**src/rtl/wb_pkg.sv**
```systemverilog
// wb_pkg: shared widths and the commit-entry type for the writeback commit unit
package wb_pkg;
  localparam int DATA_W = 32;
  localparam int ADDR_W = 5;
  localparam int NUM_REGS = 32;
  typedef struct packed {
    logic [ADDR_W-1:0] rd;
    logic [DATA_W-1:0] data;
  } entry_t;
endpackage

```
**src/rtl/wb_fifo.sv**
```systemverilog
// wb_fifo: DEPTH-entry commit FIFO with same-edge push+pop
// Ports: clk, rst (async, active-high), push/din, pop/dout (head, combinational), full, empty.
module wb_fifo import wb_pkg::*; #(
  parameter int DEPTH = 4
) (
  input  logic   clk,
  input  logic   rst,
  input  logic   push,
  input  entry_t din,
  input  logic   pop,
  output entry_t dout,
  output logic   full,
  output logic   empty
);
  localparam int AW = $clog2(DEPTH);
  entry_t mem [DEPTH];
  logic [AW:0] wp, rp;
  assign empty = wp == rp;
  assign full = (wp[AW] != rp[AW]) && (wp[AW-1:0] == rp[AW-1:0]);
  assign dout = mem[rp[AW-1:0]];
  always_ff @(posedge clk)
    if (push) mem[wp[AW-1:0]] <= din;
  always_ff @(posedge clk or posedge rst)
    if (rst) begin
      wp <= '0;
      rp <= '0;
    end else begin
      if (push) wp <= wp + (AW+1)'(1);
      if (pop) rp <= rp + (AW+1)'(1);
    end
endmodule

```
**src/rtl/wb_commit_unit.sv**
```systemverilog
// wb_commit_unit: arbitrates ALU/load results into a commit FIFO, drains one per cycle to the register file, tracks pending writes
// Ports: clk, rst (async, active-high); a_*/b_* result handshakes; iss_valid/iss_rd issue marks;
// q1/q2 -> busy1/busy2 scoreboard queries; reg_write/rw/wd registered write port; err sticky protocol error.
// Macro WB_BYPASS_EN: an entry arriving while the FIFO is empty goes straight to the write port (latency 1).
module wb_commit_unit import wb_pkg::*; #(
  parameter int DEPTH = 4
) (
  input  logic              clk,
  input  logic              rst,
  input  logic              a_valid,
  output logic              a_ready,
  input  logic [ADDR_W-1:0] a_rd,
  input  logic [DATA_W-1:0] a_data,
  input  logic              b_valid,
  output logic              b_ready,
  input  logic [ADDR_W-1:0] b_rd,
  input  logic [DATA_W-1:0] b_data,
  input  logic              iss_valid,
  input  logic [ADDR_W-1:0] iss_rd,
  input  logic [ADDR_W-1:0] q1,
  input  logic [ADDR_W-1:0] q2,
  output logic              busy1,
  output logic              busy2,
  output logic              reg_write,
  output logic [ADDR_W-1:0] rw,
  output logic [DATA_W-1:0] wd,
  output logic              err
);
  entry_t in_e, head, wr_e;
  logic rr_b, gnt_a, gnt_b, xfer, bypass, pop, push, wr, full, empty;
  logic [NUM_REGS-1:0] sb, set_m, clr_m;
  assign gnt_b = b_valid && (rr_b || !a_valid);
  assign gnt_a = a_valid && !gnt_b;
  assign pop = !empty;
  // a full FIFO still pops this edge, so the slot frees in time for the push
  assign a_ready = !rst && gnt_a && (!full || pop);
  assign b_ready = !rst && gnt_b && (!full || pop);
  assign xfer = (a_valid && a_ready) || (b_valid && b_ready);
  assign in_e = gnt_b ? entry_t'{b_rd, b_data} : entry_t'{a_rd, a_data};
`ifdef WB_BYPASS_EN
  assign bypass = xfer && empty;
`else
  assign bypass = 1'b0;
`endif
  assign push = xfer && !bypass;
  assign wr = pop || bypass;
  assign wr_e = empty ? in_e : head;
  assign set_m = (iss_valid && iss_rd != '0) ? NUM_REGS'(1) << iss_rd : '0;
  assign clr_m = (wr && wr_e.rd != '0) ? NUM_REGS'(1) << wr_e.rd : '0;
  assign busy1 = q1 != '0 && sb[q1];
  assign busy2 = q2 != '0 && sb[q2];
  wb_fifo #(.DEPTH(DEPTH)) u_fifo (
    .clk   (clk),
    .rst   (rst),
    .push  (push),
    .din   (in_e),
    .pop   (pop),
    .dout  (head),
    .full  (full),
    .empty (empty)
  );
  always_ff @(posedge clk or posedge rst)
    if (rst) begin
      rr_b <= 1'b1;
      sb <= '0;
      err <= 1'b0;
      reg_write <= 1'b0;
      rw <= '0;
      wd <= '0;
    end else begin
      if (xfer) rr_b <= gnt_a;
      sb <= (sb & ~clr_m) | set_m;
      err <= err || |(set_m & sb & ~clr_m) || |(clr_m & ~sb);
      reg_write <= |clr_m;
      if (|clr_m) begin
        rw <= wr_e.rd;
        wd <= wr_e.data;
      end
    end
endmodule
```
**config.mk**
```make
export PLATFORM = sky130hd
export DESIGN_NAME = wb_commit_unit
export DESIGN_NICKNAME = d
export VERILOG_FILES = /design/src/rtl/wb_pkg.sv /design/src/rtl/wb_fifo.sv /design/src/rtl/wb_commit_unit.sv
export SDC_FILE = /design/constraint.sdc
export NUM_CORES = 1
export LEC_CHECK = 0
export ABC_AREA = 1
export BUFFER_PORTS_ARGS = -buffer_cell sky130_fd_sc_hd__buf_4
export CORE_MARGIN = 2
export CORE_UTILIZATION = 40
export CTS_CLUSTER_SIZE = 20
export DETAILED_ROUTE_END_ITERATION = 6
export GPL_ROUTABILITY_DRIVEN = 0
export PLACE_DENSITY = 0.65
export REMOVE_ABC_BUFFERS = 1
export SLEW_MARGIN = 20
export SYNTH_ARGS = -nofsm -noshare
export SYNTH_HDL_FRONTEND = slang
export SYNTH_SLANG_ARGS = --single-unit
```
**constraint.sdc**
```tcl
create_clock -name clk -period 4.5 [get_ports clk]
set_input_delay 0.9 -clock clk [delete_from_list [all_inputs] [get_ports clk]]
set_output_delay 0.9 -clock clk [all_outputs]
set_load 0.1 [all_outputs]
```
=== Word-level counts from Yosys, hierarchy flattened ===
Memories as Yosys holds them, arrays and structs flattened.
Index checks and enable logic that the tools add are counted.
W data, S select, Z words.

* Word-level logic and storage cells: 65
* Memories: 1
* ROM bits: 0
* RAM bits: 148
* Input bits: 94
* Register bits: 78
* Output and inout bits: 43
* Bits in latches: 0

{| class="wikitable"
|+ Memory list
! memory !! words !! width !! rd ports !! clocked after memory_dff !! write ports !! line !! source
|-
| u_fifo.mem || 4 || 37 || 1 || 0 || 1 || wb_fifo.sv:16 || <nowiki>entry_t mem [DEPTH];</nowiki>
|}

* Shift operators: 2
* Multiply operators: 0
* Reductions and logical operators: 30
* Bitwise gates (word level): 7
* Div/mod/pow operators: 0
* Order comparisons: 2
* Equality and inequality tests: 3
* Mux-type cells: 10
* $add $sub $neg: 2

{| class="wikitable"
|+ Operators with widths
! operator !! count
|-
| $and A32 B32 Y32 || 4
|-
| $reduce_or A32 Y1 || 3
|-
| $mux W37 || 2
|-
| $mux W32 || 2
|-
| $not A32 Y32 || 2
|-
| $shl A1 B5 Y32 const A || 2
|-
| $or A32 B32 Y32 || 1
|-
| $reduce_bool A5 Y1 || 4
|-
| $logic_and A1 B1 Y1 || 13
|-
| $lt A5 B6 Y1 const B || 2
|-
| $bmux W1 S5 || 2
|-
| $add A3 B1 Y3 const B || 2
|-
| $logic_not A1 Y1 || 5
|-
| $logic_or A1 B1 Y1 || 5
|-
| $mux W1 || 4
|-
| $eq A3 B3 Y1 || 1
|-
| $eq A2 B2 Y1 || 1
|-
| $ne A1 B1 Y1 || 1
|}

=== Longest topological paths before layout ===
Gate-level depths: netlist (run 1).

* Depth after elaboration: 13
* Mapped depth: 20
* Mapped depth without buffers: 20

=== Hierarchy ===
Synthesis (run 1) repeated with hierarchy kept, for this count alone.

* Cells, all modules: 1321
* Area total of the unflattened synthesis: 11718.7 um^2

{| class="wikitable"
|+ By module, submodules not included
! module !! instances !! cells an instance !! area each (um^2)
|-
| wb_fifo || 1 || 475 || 6264.8
|-
| wb_commit_unit || 1 || 846 || 5454.0
|}

=== Worst setup path before layout (run 1) ===
OpenSTA, ideal clock, no wires.

* Kind: in2reg
* Start point: input rst
* End point: memory u_fifo.mem[3][0] (netlist name), enable pin
* Arrival time: 6178 ps
* Path slack: -2112 ps
* Required time: 4066 ps
* Buffers on the path: 0
* Cell stages on the path: 5
* Cell sequence: inv_1 > nand2_1 > nor2_1 > nor2_1 > nor2_1

* Longest elaborated chain between the ends: 7
* Elaborated cells between the ends (all ways): 10
* Classes of those cells: 2 x mux; 8 x reduce/logical

{| class="wikitable"
|+ RTL lines
! element !! line !! source
|-
| from (decl) || wb_commit_unit.sv:9 || <nowiki>input logic rst,</nowiki>
|-
| $logic_not A1 Y1 (no source line) || - ||
|-
| $logic_and A1 B1 Y1 (2 in a row) || wb_commit_unit.sv:36 || <nowiki>assign a_ready = !rst && gnt_a && (!full || pop);</nowiki>
|-
| via a_ready || wb_commit_unit.sv:11 || <nowiki>output logic a_ready,</nowiki>
|-
| $logic_and A1 B1 Y1 || wb_commit_unit.sv:38 || <nowiki>assign xfer = (a_valid && a_ready) || (b_valid && b_ready);</nowiki>
|-
| $logic_or A1 B1 Y1 || wb_commit_unit.sv:38 ||
|-
| $mux W1 || wb_fifo.sv:22 || <nowiki>if (push) mem[wp[AW-1:0]] <= din;</nowiki>
|-
| $mux W1 (not written as such) || wb_fifo.sv:22 ||
|-
| to (decl) || wb_fifo.sv:16 ||
|}

The timed path passes the listed nets, and every way through them passes these cells.

=== Worst setup path after layout (run 1) ===
* Start point: input q1[0]
* End point: output busy1

* Longest elaborated chain between the ends: 3
* Elaborated cells between the ends (all ways): 4
* Classes of those cells: 2 x mux; 2 x reduce/logical

{| class="wikitable"
|+ RTL lines
! element !! line !! source
|-
| from (decl) || wb_commit_unit.sv:20 || <nowiki>input logic [ADDR_W-1:0] q1,</nowiki>
|-
| $bmux W1 S5 || wb_commit_unit.sv:50 || <nowiki>assign busy1 = q1 != '0 && sb[q1];</nowiki>
|-
| $mux W1 (not written as such) || wb_commit_unit.sv:50 ||
|-
| $logic_and A1 B1 Y1 * || wb_commit_unit.sv:50 ||
|-
| to (decl) || wb_commit_unit.sv:22 || <nowiki>output logic busy1,</nowiki>
|}

Every way passes the cells marked *; elsewhere a longest branch is shown, timed or not. The select of a mux whose other input is x is not followed.

==> impl_metrics.csv, run 1 <==
group,metric,value,unit
clock_tree,cts.htree.levels,1,
route,viasPerCell,5.22,
layout,stdcell_count,1799,
die,die_x,172,um
power_and_ir_drop,power_density,761,nW/um^2
clock_tree,cts_buffers,24,
synth,yosys.area.top_type,"edfxtp_1",
synth,synth-async-reset-ratio,34.5,%
clock_tree,cts_setup_buffers,0,
die,fp-row-count,61,
clock_tree,clkTransAtPathRegs,0.06,ns
die,core-area,27700,um^2
clock_tree,clock_sinks,226,
sta,relSlewSlack,31.5,%
global_routing,grt_pass1_wl,48.0,mm
clock_tree,cts_resized,0,
route,m1WireLength,13.4,mm
route,dr.pass1.iters,6,
power_and_ir_drop,ir_drop,0.000435,V
synth,syn-cell-area,11200,um^2
worst_setup_path,cp.required,3.60,ns
sta,finalCritPeriodShare,76.5,%
clock_tree,insertion_delay,0.53,ns
clock_tree,cts_tree,"done",
layout,diodes,0,
sta,period_minus_slack,3.44,ns
synth,synth_ff_type,"edfxtp_1",
route,ant_nets,0,
route,drc_errors,0,
run_status,status,"finished clean",
synth,synth-seq-cells,226,
sta,rsz0062_at_grt,"no",
synth,syn_inst,1288,
layout,fillers,2607,
synth,synth.distinct_cells,43,
sta,finClkSkew,0.0116,ns
die,num_io_pins,137,
layout,final_net_count,1502,
synth,synth_warnings,0,
route,vias,9383,
sta,setup_ws,1.06,ns
sta,fin_setup_tns,0,ns
min_path,worst_hold_path_type,"input pin to async pin",
synth,synth.most_common_cell,"nand2_1",
worst_setup_path,path_class,"input pin to primary output",
worst_setup_path,critical_path_arrival,2.54,ns
die,die_h,172,um
sta,setup_viol,0,
global_routing,grt_max_degree,77,
synth,syn_area_per_cell,8.73,um^2
synth,yosysSeqAreaShare,56.9,%
route,highest_layer,"met4",
synth,yosys-top-cells-area,"edfxtp_1 40%, dfrtp_1 17%, nand2_1 12%",
clock_tree,cts_root_buf,"clkbuf_16",
layout,area_delta_synth_final,19.4,%
sta,hold_violations,0,
synth,yosys.area.top_type_share,39.5,%
layout,drive_above_1_share,16.6,%
clock_tree,cts_buffer_depth,3,
route,drt_wl_total,30.5,mm
layout,final_core_util,48.5,%
route,drt_iter0_markers,781,
placed_design,dp_cells,1755,
flow_run,cap_violations,0,
worst_setup_path,cp-end-kind,"primary output",
synth,yosys-top-cells-count,"367 x nand2_1, 165 x nor2_1, 148 x edfxtp_1",
route,wl_per_cell,17.0,um
clock_tree,postCtsHoldBufs,0,
die,die-area,29500,um^2
placed_design,dp_slack,0.968,ns
worst_setup_path,crit_fanout,18,
route,route.met2.wl,14.0,mm
route,wl_met3,2.33,mm
global_routing,grt_pass1_vias,8887,
sta,tightest_slew,1.02,ns
global_routing,grt_use_total,20.9,%
sta,slew_viol_final,0,
synth,synth-edff-count,148,
placed_design,dp_hpwl,20.8,mm
sta,fmax,290,MHz
die,start_util,40.6,%
power_and_ir_drop,power,10.2,mW
global_routing,overflow,0,
worst_setup_path,cp-start-kind,"input pin",
global_routing,antenna_found_initial,0,
placed_design,io_buffers,136,
power_and_ir_drop,leakage,5.73,nW
[metal layers]
metal	up-vias	track usage (%)
li1	4555	-
met4	0	6.23
met1	4410	29.3
met2	365	33.4
met5	-	0
met3	53	3.54
[where the power goes]
group / internal [mW] / switching (mW) / leakage (nW)
clock network: 1.22 / 0.818 / 0.398
logic: 1.24 / 3.79 / 3.05
registers: 2.81 / 0.328 / 2.28
total: 5.28 / 4.93 / 5.73
[final timing paths]
path                                end  depth (start not counted)         start  slack [ns]
max                               busy1                         10         q1[0]        1.06
min                              wd[21]                          2           rst        0.40
max reg2reg                       rw[2]                         16  u_fifo.rp[0]        1.17
min reg2reg                       sb[0]                          0         sb[0]        0.41
max in group asynchronous  u_fifo.rp[0]                          3           rst        2.94
min in group clk                  sb[0]                          0         sb[0]        0.41
[stage by stage]
stage          hold WS (ns)  area [um^2]
2_1_floorplan         0.364        10900
3_3_place_gp          0.396        12600
6_report              0.403        13400
4_1_cts               0.406        13400
3_5_place_dp          0.396        12600
5_1_grt               0.423        13400
[state kept, by name, indices dropped and copies added (netlist names), 3 cells and up]
name / flops
wd: 32
u_fifo.wp: 3
u_fifo.rp: 3
rw: 5
u_fifo.mem: 148
sb: 32
[area by class of cell]
class | count | area [um^2] | share of cell area, %
Sequential cell | 226 | 6400 | 47.7
Multi-Input combinational cell | 907 | 4240 | 31.6
Timing Repair Buffer | 153 | 1150 | 8.56
Clock buffer | 30 | 623 | 4.64
Tap cell | 378 | 473 | 3.52
Inverter | 91 | 343 | 2.55
Clock inverter | 14 | 199 | 1.48
[cell families (layout without fill, tap and decap cells)]
kind of cell               Yosys count  count (layout)  synth area share (%)
and+or+nand+nor                    663             663                  24.9
AOI/OAI and AO/OA                  233             233                  11.5
DFF                                226             226                  56.9
buffers and inverters              155             288                  5.70
xor gates and xnor gates             6               6                 0.534
adders and majority gates            5               5                 0.556
[layout by cell type, fill, tap and decap left out, types with 4 or more instances in the layout]
cell type / instances
a31oi_1: 33
nand2_1: 367
nor2_1: 161
nor2_4: 9
clkbuf_1: 6
xor2_1: 5
clkinv_2: 6
edfxtp_1: 148
ha_1: 5
nand4_1: 11
nand3_1: 69
bufinv_16: 4
o21ai_0: 121
clkbuf_16: 24
a21oi_1: 34
buf_4: 153
dfrtp_1: 76
nor2_2: 5
nor3_1: 9
inv_2: 5
inv_1: 85
nand2_2: 15
o22ai_1: 34
[critical path, stage by stage]
cell and delay (ns):
buf_4 0.18, inv_1 0.22, a21oi_1 0.19, o21ai_0 0.09, nand2_1 0.07, a21oi_1 0.05, a311oi_1 0.29, nor2_1 0.07
a32oi_1 0.16, buf_4 0.32
Note: power is estimated with default switching activity, not from simulation.
==> run 2: changes to the inputs <==
==> constraint.sdc (replaced) <==
create_clock -name clk -period 3.4 [get_ports clk]
set_input_delay 0.68 -clock clk [delete_from_list [all_inputs] [get_ports clk]]
set_output_delay 0.68 -clock clk [all_outputs]
set_load 0.1 [all_outputs]
==> run 2 against run 1 <==
Sequential cell count unchanged. Power up 33%. Clock power up 34%. Count of clock-buffer cells in the layout down 1. Via count down 0.14%. Critical path depth unchanged. Non-clock buffer count up 8. Combinational power up 34%. Die area unchanged. Register-to-register slack worse by 0.69 ns. Wire length up 0.38%. Largest power group unchanged.
==> impl_metrics.csv, run 2 (synthesis gave the netlist of run 1 again) <==
group,metric,value,unit
run_status,status,"finished clean",
global_routing,grt_util_met3,3.61,%
die,core-area,27700,um^2
global_routing,antenna_found_initial,1,
clock_tree,clkTransAtPathRegs,0.06,ns
die,start_util,40.6,%
power_and_ir_drop,leakage,5.78,nW
global_routing,grt_pass1_vias,8952,
layout,design_area,13500,um^2
worst_setup_path,crit_fanout,18,
worst_setup_path,critPathLaunch,"q1[0]",
worst_setup_path,cp-end-kind,"primary output",
power_and_ir_drop,netSwitchingFraction,48.4,%
die,die-area,29500,um^2
power_and_ir_drop,p_clk_share,20.1,%
power_and_ir_drop,power_switching,6.58,mW
sta,slew_viol_final,0,
power_and_ir_drop,ir_drop,0.000582,V
die,die_h,172,um
die,num_io_pins,137,
global_routing,overflow,0,
route,vias,9370,
layout,largest_reg_flops,148,
power_and_ir_drop,power_density,1010,nW/um^2
power_and_ir_drop,sequentialPowerShare,30.4,%
global_routing,grt_use_total,21.1,%
placed_design,dpl_cell_area,12700,um^2
clock_tree,cts_resized,0,
sta,fmax,334,MHz
route,drc_errors,0,
clock_tree,insertion_delay,0.54,ns
route,wl_per_cell,16.9,um
clock_tree,postCtsHoldBufs,0,
route,drt_wl_total,30.6,mm
worst_setup_path,path_class,"input pin to primary output",
route,viasPerCell,5.18,
layout,mostFrequentLayoutCells,"367 x nand2_1, 161 x nor2_1, 158 x buf_4",
sta,setup_viol,0,
route,drt_iter0_markers,900,
global_routing,grt_max_degree,73,
global_routing,use_met1,27.9,%
clock_tree,cts.htree.levels,1,
sta,period_minus_slack,2.99,ns
clock_tree,cts_buffer_depth,3,
route,dr.pass1.iters,6,
clock_tree,cts_setup_buffers,0,
layout,final_common_cell,"nand2_1",
sta,hold_violations,0,
worst_setup_path,critical_path_arrival,2.31,ns
sta,rsz0062_at_grt,"no",
die,fp-row-count,61,
layout,final_net_count,1511,
worst_setup_path,path_cells,"buf_4, inv_1, a21oi_1, o21ai_0, nand2_1, a21oi_1, a311oi_1, nor2_1, a32oi_1, buf_4",
sta,relSlewSlack,51.3,%
layout,drive_above_1_share,17.2,%
placed_design,io_buffers,136,
sta,finClkSkew,0.0122,ns
min_path,worst_hold_path_type,"input pin to async pin",
global_routing,use_met2,35.4,%
global_routing,busiest_layer,"met2",
worst_setup_path,cp.required,2.72,ns
die,die_x,172,um
worst_setup_path,cpMaxStageDelayCell,"buf_4",
power_and_ir_drop,power,13.6,mW
worst_setup_path,reg2reg_depth,18,
clock_tree,cts_root_buf,"clkbuf_16",
global_routing,grt_pass1_wl,48.1,mm
sta,finalCritPeriodShare,88.0,%
clock_tree,cts_buffers,25,
route,ant_nets,0,
layout,area_delta_synth_final,20.2,%
power_and_ir_drop,comb_power_share,49.5,%
worst_setup_path,cp-start-kind,"input pin",
placed_design,dp_hpwl,21.2,mm
worst_setup_path,cpPeakStageDelay,0.32,ns
worst_setup_path,timing.rr.start,"u_fifo.rp[0]",
flow_run,cap_violations,0,
sta,tightest_slew,0.730,ns
clock_tree,clock_sinks,226,
clock_tree,cts_tree,"done",
power_and_ir_drop,p_int,7.02,mW
run 2: layout make-up:
type,count,area (um^2)
clock buffer,29,651
multi-input combinational,907,4240
tap,378,473
fill,2584,14200
clock inverter,17,179
inverter,91,343
sequential,226,6400
timing repair buffer,161,1240
antenna,1,2.50
run 2: per-stage QoR:
stage / worst slack (ns) / cells / setup TNS (ns) / hold WS (ns) / utilization [%]
2_1_floorplan: -2.99 / 1224 / -476.96 / 0.364 / -
3_3_place_gp: 0.461 / 1763 / 0 / 0.406 / 45.8
3_5_place_dp: 0.425 / 1763 / 0 / 0.431 / 45.8
4_1_cts: 0.417 / 1809 / 0 / 0.0167 / 48.8
5_1_grt: 0.193 / 1810 / 0 / 0.0298 / 48.8
6_report: 0.408 / 1810 / 0 / 0.0333 / 48.8
run 2: routing by layer:
layer | share of wire, % | vias up
met5 | 0 | -
met4 | 2.5 | 0
met3 | 6.8 | 57
met2 | 47 | 339
met1 | 43 | 4388
li1 | - | 4586
run 2: critical path, delay by kind of cell:
kind | cells | cell delay, ns
compound gates | 5 | 0.77
simple gates | 2 | 0.15
buf+inv | 3 | 0.71
run 2: worst paths after layout:
path	end	slack, ns
worst max-delay path	busy1	0.41
worst min-delay path	wd[23]	0.03
worst max register to register	err	0.48
worst min register to register	sb[0]	0.45
max in group asynchronous	u_fifo.rp[0]	2.43
min in group clk	sb[17]	0.41
run 2: power groups by stage:
stage / clock network [mW] / registers, mW / logic (mW)
finish: 2.73 / 4.14 / 6.73
global route: 2.90 / 4.20 / 7.30
CTS: 2.77 / 4.13 / 6.74
detailed placement: 0 / 4.18 / 6.73
global placement: 0 / 4.17 / 6.64
floorplan: 0 / 5.84 / 3.10
